[config.mk]
export PLATFORM = sky130hd
export DESIGN_NAME = uo_share_arbiter
export DESIGN_NICKNAME = d
export VERILOG_FILES = /design/src/rtl/uo_arb_pkg.sv /design/src/rtl/req_edge_sync.sv /design/src/rtl/uo_share_arbiter.sv
export SDC_FILE = /design/constraint.sdc
export NUM_CORES = 1
export LEC_CHECK = 0
export ABC_AREA = 1
export CAP_MARGIN = 20
export CORE_MARGIN = 5
export CORE_UTILIZATION = 50
export DETAILED_ROUTE_END_ITERATION = 8
export DONT_BUFFER_PORTS = 1
export RECOVER_POWER = 25
export SYNTH_ARGS = -nofsm -noshare
export SYNTH_HDL_FRONTEND = slang
export SYNTH_SLANG_ARGS = --single-unit
[constraint.sdc]
create_clock -name clk -period 2.58 [get_ports clk]
set_input_delay 0.516 -clock clk [delete_from_list [all_inputs] [get_ports clk]]
set_output_delay 0.516 -clock clk [all_outputs]
set_load 0.005 [all_outputs]
[src/rtl/uo_arb_pkg.sv]
// rtl/uo_arb_pkg.sv - shared FSM type and helpers for the uo_out share arbiter
package uo_arb_pkg;

    typedef enum logic [1:0] {
        ST_IDLE  = 2'd0,
        ST_GRANT = 2'd1,
        ST_GAP   = 2'd2
    } arb_state_t;

    localparam int MAX_REQ = 8;

    // Keeps the hold counter at least one bit wide when HOLD_CYC is 1.
    function automatic int cnt_width(input int hold_cyc);
        return (hold_cyc > 1) ? $clog2(hold_cyc) : 1;
    endfunction

    function automatic logic [MAX_REQ-1:0] onehot(input logic [31:0] idx);
        logic [MAX_REQ-1:0] v;
        v = '0;
        v[idx[2:0]] = 1'b1;
        return v;
    endfunction

endpackage

[src/rtl/req_edge_sync.sv]
// rtl/req_edge_sync.sv - synchronise one raw request pin and emit a registered one-cycle rise pulse
module req_edge_sync #(
    parameter int SYNC_STAGES = 2
) (
    input  logic clk,
    input  logic rst,
    input  logic d_i,
    output logic rise_o
);

    logic [SYNC_STAGES-1:0] r_sync;
    logic                   r_dly;
    logic                   r_rise;

    always_ff @(posedge clk or posedge rst) begin
        if (rst) begin
            r_sync <= '0;
            r_dly  <= 1'b0;
            r_rise <= 1'b0;
        end else begin
            r_sync <= {r_sync[SYNC_STAGES-2:0], d_i};
            r_dly  <= r_sync[SYNC_STAGES-1];
            r_rise <= r_sync[SYNC_STAGES-1] & ~r_dly;
        end
    end

    assign rise_o = r_rise;

endmodule

[src/rtl/uo_share_arbiter.sv]
// rtl/uo_share_arbiter.sv - time-shares uo_out between N_REQ pin requesters in fixed hold windows
// Define UO_ARB_FIXED_PRIO_EN to make the lowest pending index win instead of round-robin.
module uo_share_arbiter
    import uo_arb_pkg::*;
#(
    parameter int N_REQ       = 4,
    parameter int DATA_W      = 8,
    parameter int HOLD_CYC    = 16,
    parameter int SYNC_STAGES = 2
) (
    input  logic                    clk,
    input  logic                    rst,
    input  logic [N_REQ-1:0]        req_i,
    input  logic [N_REQ*DATA_W-1:0] data_i,
    output logic [N_REQ-1:0]        gnt_o,
    output logic [DATA_W-1:0]       out_o,
    output logic                    out_valid_o,
    output logic [N_REQ-1:0]        pend_o,
    output logic                    busy_o
);

    localparam int             CW        = cnt_width(HOLD_CYC);
    localparam int             IW        = $clog2(N_REQ);
    localparam logic [CW-1:0]  HOLD_LOAD = CW'(HOLD_CYC - 1);

    arb_state_t        r_state, w_state_n;
    logic [CW-1:0]     r_cnt, w_cnt_n;
    logic [N_REQ-1:0]  r_pend, w_pend_n;
    logic [N_REQ-1:0]  r_gnt, w_gnt_n;
    logic [DATA_W-1:0] r_out, w_out_n;
    logic              r_valid, w_valid_n;
    logic [N_REQ-1:0]  w_rise;
    logic              w_found;
    logic [IW-1:0]     w_win, w_cand;
`ifndef UO_ARB_FIXED_PRIO_EN
    logic [IW-1:0]     r_ptr, w_ptr_n;
`endif

    for (genvar k = 0; k < N_REQ; k++) begin : g_sync
        req_edge_sync #(.SYNC_STAGES(SYNC_STAGES)) u_sync (
            .clk    (clk),
            .rst    (rst),
            .d_i    (req_i[k]),
            .rise_o (w_rise[k])
        );
    end

    always_comb begin
        w_found = 1'b0;
        w_win   = '0;
        w_cand  = '0;
        for (int i = 0; i < N_REQ; i++) begin
`ifdef UO_ARB_FIXED_PRIO_EN
            w_cand = IW'(i);
`else
            w_cand = IW'((int'(r_ptr) + i) % N_REQ);
`endif
            if (!w_found && r_pend[w_cand]) begin
                w_found = 1'b1;
                w_win   = w_cand;
            end
        end
    end

    always_comb begin
        w_state_n = r_state;
        w_cnt_n   = r_cnt;
        w_pend_n  = r_pend;
        w_gnt_n   = r_gnt;
        w_out_n   = r_out;
        w_valid_n = r_valid;
`ifndef UO_ARB_FIXED_PRIO_EN
        w_ptr_n   = r_ptr;
`endif
        case (r_state)
            ST_IDLE: begin
                if (w_found) begin
                    w_state_n        = ST_GRANT;
                    w_gnt_n          = N_REQ'(onehot(32'(w_win)));
                    w_out_n          = data_i[w_win*DATA_W +: DATA_W];
                    w_valid_n        = 1'b1;
                    w_cnt_n          = HOLD_LOAD;
                    w_pend_n[w_win]  = 1'b0;
`ifndef UO_ARB_FIXED_PRIO_EN
                    // ptr is only consulted in IDLE, so advancing it at grant time is equivalent.
                    w_ptr_n = (w_win == IW'(N_REQ - 1)) ? '0 : w_win + 1'b1;
`endif
                end
            end
            ST_GRANT: begin
                if (r_cnt == '0) begin
                    w_state_n = ST_GAP;
                    w_gnt_n   = '0;
                    w_out_n   = '0;
                    w_valid_n = 1'b0;
                end else begin
                    w_cnt_n = r_cnt - 1'b1;
                end
            end
            ST_GAP:  w_state_n = ST_IDLE;
            default: w_state_n = ST_IDLE;
        endcase
        // A fresh edge wins over the clear so a re-request is never lost.
        w_pend_n = w_pend_n | w_rise;
    end

    always_ff @(posedge clk or posedge rst) begin
        if (rst) begin
            r_state <= ST_IDLE;
            r_cnt   <= '0;
            r_pend  <= '0;
            r_gnt   <= '0;
            r_out   <= '0;
            r_valid <= 1'b0;
`ifndef UO_ARB_FIXED_PRIO_EN
            r_ptr   <= '0;
`endif
        end else begin
            r_state <= w_state_n;
            r_cnt   <= w_cnt_n;
            r_pend  <= w_pend_n;
            r_gnt   <= w_gnt_n;
            r_out   <= w_out_n;
            r_valid <= w_valid_n;
`ifndef UO_ARB_FIXED_PRIO_EN
            r_ptr   <= w_ptr_n;
`endif
        end
    end

    assign gnt_o       = r_gnt;
    assign out_o       = r_out;
    assign out_valid_o = r_valid;
    assign pend_o      = r_pend;
    assign busy_o      = (r_state != ST_IDLE);

endmodule

-- Word-level counts from Yosys, hierarchy flattened
Index checks and enable logic that the tools add are counted.
W data, S select, Z words.
- flip-flop bits (word level): 41
- output and inout bits: 18
- add/subtract/negate cells: 5
- $lt $le $gt $ge: 8
- equal/unequal tests: 5
- shift operators: 1
- muxes and demuxes: 38
- bitwise gates (word level): 11
- reductions and logical operators: 16
- operator list (operator ; number):
    $shiftx A32 B6 Y8 ; 1
    $mux W4 ; 6
    $mux W8 ; 2
    $pmux W4 S2 ; 2
    $pmux W8 S2 ; 1
    $lt A2 B3 Y1 const B ; 5
    $mux W2 ; 7
    $mux W1 ; 12
    $bmux W1 S2 ; 4
    $ne A2 B2 Y1 const B ; 3
    $reduce_and A3 Y1 ; 2
    $logic_and A1 B1 Y1 ; 5
    $add A2 B1 Y2 const B ; 2
    $add A2 B2 Y2 const B ; 2
    $and A1 B1 Y1 ; 4
    $and A4 B4 Y4 ; 1
    $demux W1 S2 ; 2
    $ge A2 B1 Y1 const B ; 2
    $logic_not A4 Y1 ; 1
    $lt A2 B4 Y1 const B ; 1
    $not A1 Y1 ; 4
    $not A4 Y4 ; 1
    $or A4 B4 Y4 ; 1
    $pmux W2 S2 ; 1
    8 further kinds ; 12

-- Longest topological paths before layout
- word-level depth: 21
- depth in mapped cells: 16
- depth with buffers taken out: 14

-- Hierarchy
A second synthesis with hierarchy kept.
- cell total of the unflattened synthesis: 257
- area total of the unflattened synthesis: 2070.7 um^2
- modules (own cells, without submodules) (module ; instances ; cells an instance ; area an instance (um^2) ; seq. area each (um^2)):
    uo_share_arbiter ; 1 ; 229 ; 1615.3 ; 625.6
    req_edge_sync ; 4 ; 7 ; 113.9 ; 100.1

-- Worst setup path after synthesis
Ideal clock, no wire load.
- path type: reg-to-reg
- start: register r_ptr[0]
- end: register r_ptr[1]
- setup time: 0.121 ns
- arrival: 1.804 ns
- data required time: 2.459 ns
- slack: 0.655 ns
- stages on the path, launching flop included: 14
- clock period less this slack: 1.925 ns
- path through: dfrtp_1 -> buf_6 -> inv_8 -> nand2_1 -> nand3_1 -> nand2_2 -> nor2_4 -> nand3_4 -> nand3_4 -> buf_12 -> inv_1 -> ha_1 -> nand2_1 -> o21ai_1
- cells in the longest elaborated chain, start to end: 14
- elaborated cells between the ends (all ways): 29
- RTL lines (item ; RTL line ; source):
    start: declaration ; uo_share_arbiter.sv:36 ; logic [IW-1:0] r_ptr, w_ptr_n;
    start signal: assignment ; uo_share_arbiter.sv:126 ; r_ptr <= w_ptr_n;
    branches (longest 14 deep; another with $add A2 B1 Y2) ; - ;
Parallel ways; which one is timed is not known. The select of a mux whose other input is x is not followed.
A chain may end at the register's enable or synchronous reset.

-- Final worst setup path
- start: register r_ptr[0]
- end: register r_gnt[1] (netlist: gnt_o[1])
- cells in the longest elaborated chain, start to end: 18
- elaborated cells between the ends (all ways): 34
- RTL lines (item ; RTL line ; source):
    branches (longest 18 deep; another with $lt A2 B4 Y1) ; - ;
    end signal: assignment ; uo_share_arbiter.sv:122 ; r_gnt <= w_gnt_n;
    end: declaration ; uo_share_arbiter.sv:29 ; logic [N_REQ-1:0] r_gnt, w_gnt_n;
Parallel ways; which one is timed is not known. The select of a mux whose other input is x is not followed.

==> results.md <==
* Reg2reg start: r_ptr[0]$_DFFE_PP0P_
* Multiplexer share of the synthesized area at 0
* Postcts setup bufs at 0
* Most frequent CP cell: nand2_1
* Worst setup path startpoint: r_ptr[0]$_DFFE_PP0P_
* Post-synthesis sequential area ratio at 0.486
* Clk_lat worst skew at 0.29 ns
* Yosys cell types at 23
* Htree depth at 2
* Starting density of the core at 0.521
* Critical path's slowest cell: dfrtp_1
* First drt pass iteration count at 4
* Reg2Reg Depth at 12
* Run status: finished clean
* Synthesized instance count at 253
* Multi-input logic area at around 900 um^2
* 1st-iter DRT viols at roughly 130
* Synthesized area at around 0.0021 mm^2
* Setup WS post-layout at 0.343 ns
* Hold crit path type: input port to flip-flop
* Largest incremental delay on the critical path at approximately 0.6 ns
* Crit path buf inv count at 2
* IO buf count at 0
* Post-detail-place hpwl at roughly 3200 um
* Leak Pwr at between 1 and 1.5 nW
* Hold_buf cts at 0
* CP Cell Sequence: inv_8, nand2_1, nand2_1, nand2_1, nand2_2, nor2_4, nand3_4, nand2_2, o21ai_1, inv_2, nand2_1, o21ai_0
* Synth Register Bits at between 40 and 50
* Synthesized area per cell at 8.35 um^2
* CTS tree: built
* Ys flop type: dfrtp_1
* CP Capture Type: flip-flop
* Max-slew violations at 0
* Row count at 23
* Worst r2r dst: gnt_o[1]$_DFFE_PP0P_
* Critical Path Stages at 12
* Worst-case vdd ir drop at between 0.6 and 0.7 mV
* Reg2reg setup slack at approximately 0.34 ns
* Via count at around 1.6k
* Vias per cell at 5.19
* Die W at around 75 um
* Share of cells above drive strength 1 at 0.133
* Crit path capture: gnt_o[1]$_DFFE_PP0P_
* Die Span Y at about 75 um
* Synth Area in XOR/XNOR at 0.00415
* Total Routing Usage GR at 0.166
* Synth Area in Adders at 0.0296
* GPL Wtd Cong at just under 0.8
* Core area at 0.00406 mm^2
* Area Overhead vs Synth at 5.15%
* Die ar. at around 0.0056 mm^2
* Post-Synth Simple-Gate Area at 0.352
* CTS sink count at between 40 and 50
* Power Density at roughly 1400 mW/mm^2
* Minimum clock period at approximately 2.2 ns
* Rel. slew slack at 0.367
* Hold slack at roughly 0.26 ns
* Routed len/inst at 14.2 um
* Number of diodes at 0
* Post-layout util at 0.547
* Max Freq at ~450 MHz
* Initial antenna violation count at 0
* Measured slew at the worst slew-check pin at 0.950 ns
* Vias in the first global route at roughly 1.5k
* Crit path DAT at around 2.4 ns
* Largest net degree at the start of global routing at between 40 and 50
* RSZ-0062 raised after global routing: false
* Clk slew on worst S/H paths at about 0.070 ns
* Setup tns final at 0 ns
* Root Buffer: clkbuf_8
* Nets@finish at between 200 and 300
* Max FO, Critical Path at 18
* Fin crit share at 0.867
* Sequential cell area at a little over 0.001 mm^2
* CP Launch Type: flip-flop
* Compound-Gate Fraction of Synth Area at 0.0409
* Syn. warnings at 0
* Req. time, crit path at ~2.8 ns
* Skew final at between 0.006 and 0.007 ns
* Endpoints failing setup at 0
* Number of synthesized flops with an enable pin at 0
* Synth async-reset ratio at 1.00
* Post-route DRC at 0
* Total grt overflow at 0
* Max-cap check violation count at 0
* First-pass GRT wire length at around 7000 um
* Total Wirelength at 4350 um
* Critical path class: flip-flop to flip-flop
* Delay-heaviest family, CP: simple AND/OR/NAND/NOR gates
* Post-route ant nets at 0
* Max Root-Sink Buffers at 2
* Syn_nets at slightly below 300
* Cts repair resizes at 0
* CTS Buf Count at 5
* Main combinational cell family by area after synthesis: simple AND/OR/NAND/NOR gates
* Dpl ws at around 0.33 ns
* IO Pins at 56
* Fill cell count at about 370
* Final Hold Vio Count at 0
[cells in the final DEF (no fill, tap or decap), types with 2 or more instances in the layout]
cell type  instances
o21bai_1           4
inv_2              5
dfrtp_1           41
ha_1               5
nand3_4            2
nand4_1           18
nand2_1           72
nand2_2           13
nand3_1           32
o21ai_0            4
inv_1             23
buf_4              3
nor2_1            14
clkbuf_8           6
o21ai_1            5
[synthesized netlist by cell type (2+ instances only)]
master / n / area share
nor2_1: 14 / 0.025
o21ai_0: 4 / 0.0095
ha_1: 5 / 0.030
buf_6: 2 / 0.011
buf_2: 5 / 0.012
inv_1: 23 / 0.041
nand2_2: 13 / 0.039
nand2_1: 72 / 0.13
dfrtp_1: 41 / 0.49
o21bai_1: 4 / 0.014
nand4_1: 18 / 0.053
o21ai_1: 5 / 0.012
nand3_1: 32 / 0.076
nand3_4: 2 / 0.017
inv_2: 5 / 0.0089
[area by class of cell]
type                       count  area share
sequential                    41       0.462
multi-input combinational    175       0.406
inverter                      29      0.0524
clock buffer                   7      0.0389
tap                           50      0.0282
timing repair buffer           4      0.0124
[sequential cells by signal (all words and copies together) (netlist names)]
signal / count
g_sync.u_sync.rise_o: 4
r_state: 2
pend_o: 4
g_sync.u_sync.r_dly: 4
g_sync.u_sync.r_sync: 8
r_ptr: 2
gnt_o: 4
out_valid_o: 1
out_o: 8
r_cnt: 4
[power breakdown]
| part | switching, W | internal [W] |
|---|---|---|
| Combinational | 0.00120 | 0.000595 |
| Clock | 0.000194 | 0.000212 |
| Sequential | 0.000169 | 0.000835 |
| Total | 0.00157 | 0.00164 |
[metal layers]
metal,vias up,part of all wire,GRT usage
li1,826,-,-
met1,715,0.40,0.203
met2,43,0.50,0.274
met3,4,0.090,0.0601
met4,0,0.0092,0.0534
met5,-,0,0
[worst min-delay path by stage]
stage                                               startpoint                                   end  slack [ns]  depth (start not counted)
after global placement    g_sync[1].u_sync.r_sync[0]$_DFF_PP0_  g_sync[1].u_sync.r_sync[1]$_DFF_PP0_        0.33                          0
final                                                 req_i[2]  g_sync[2].u_sync.r_sync[0]$_DFF_PP0_        0.26                          0
after CTS                                             req_i[2]  g_sync[2].u_sync.r_sync[0]$_DFF_PP0_        0.24                          0
after floorplan           g_sync[0].u_sync.r_sync[0]$_DFF_PP0_  g_sync[0].u_sync.r_sync[1]$_DFF_PP0_        0.33                          0
after global routing                                  req_i[2]  g_sync[2].u_sync.r_sync[0]$_DFF_PP0_        0.24                          0
after detailed placement  g_sync[0].u_sync.r_sync[0]$_DFF_PP0_  g_sync[0].u_sync.r_sync[1]$_DFF_PP0_        0.33                          0
[kinds of logic (layout without fill, tap and decap cells)]
kind of cell / Yosys count / in the layout
AND/OR/NAND/NOR: 154 / 154
flip-flops: 41 / 41
buffers and inverters: 37 / 40
AO/OA/AOI/OAI: 15 / 15
adder cells (fa/ha/maj): 5 / 5
XOR/XNOR: 1 / 1
[through the flow]
stage / area (um^2) / std cells / total power [W]
final: 2220 / 306 / 0.00321
after global routing: 2220 / 306 / 0.00356
after CTS: 2220 / 306 / 0.00326
after detailed placement: 2140 / 299 / 0.00284
after global placement: 2140 / 299 / 0.00283
after floorplan: 2110 / 253 / 0.00253
(Power assumes the default switching activity.)
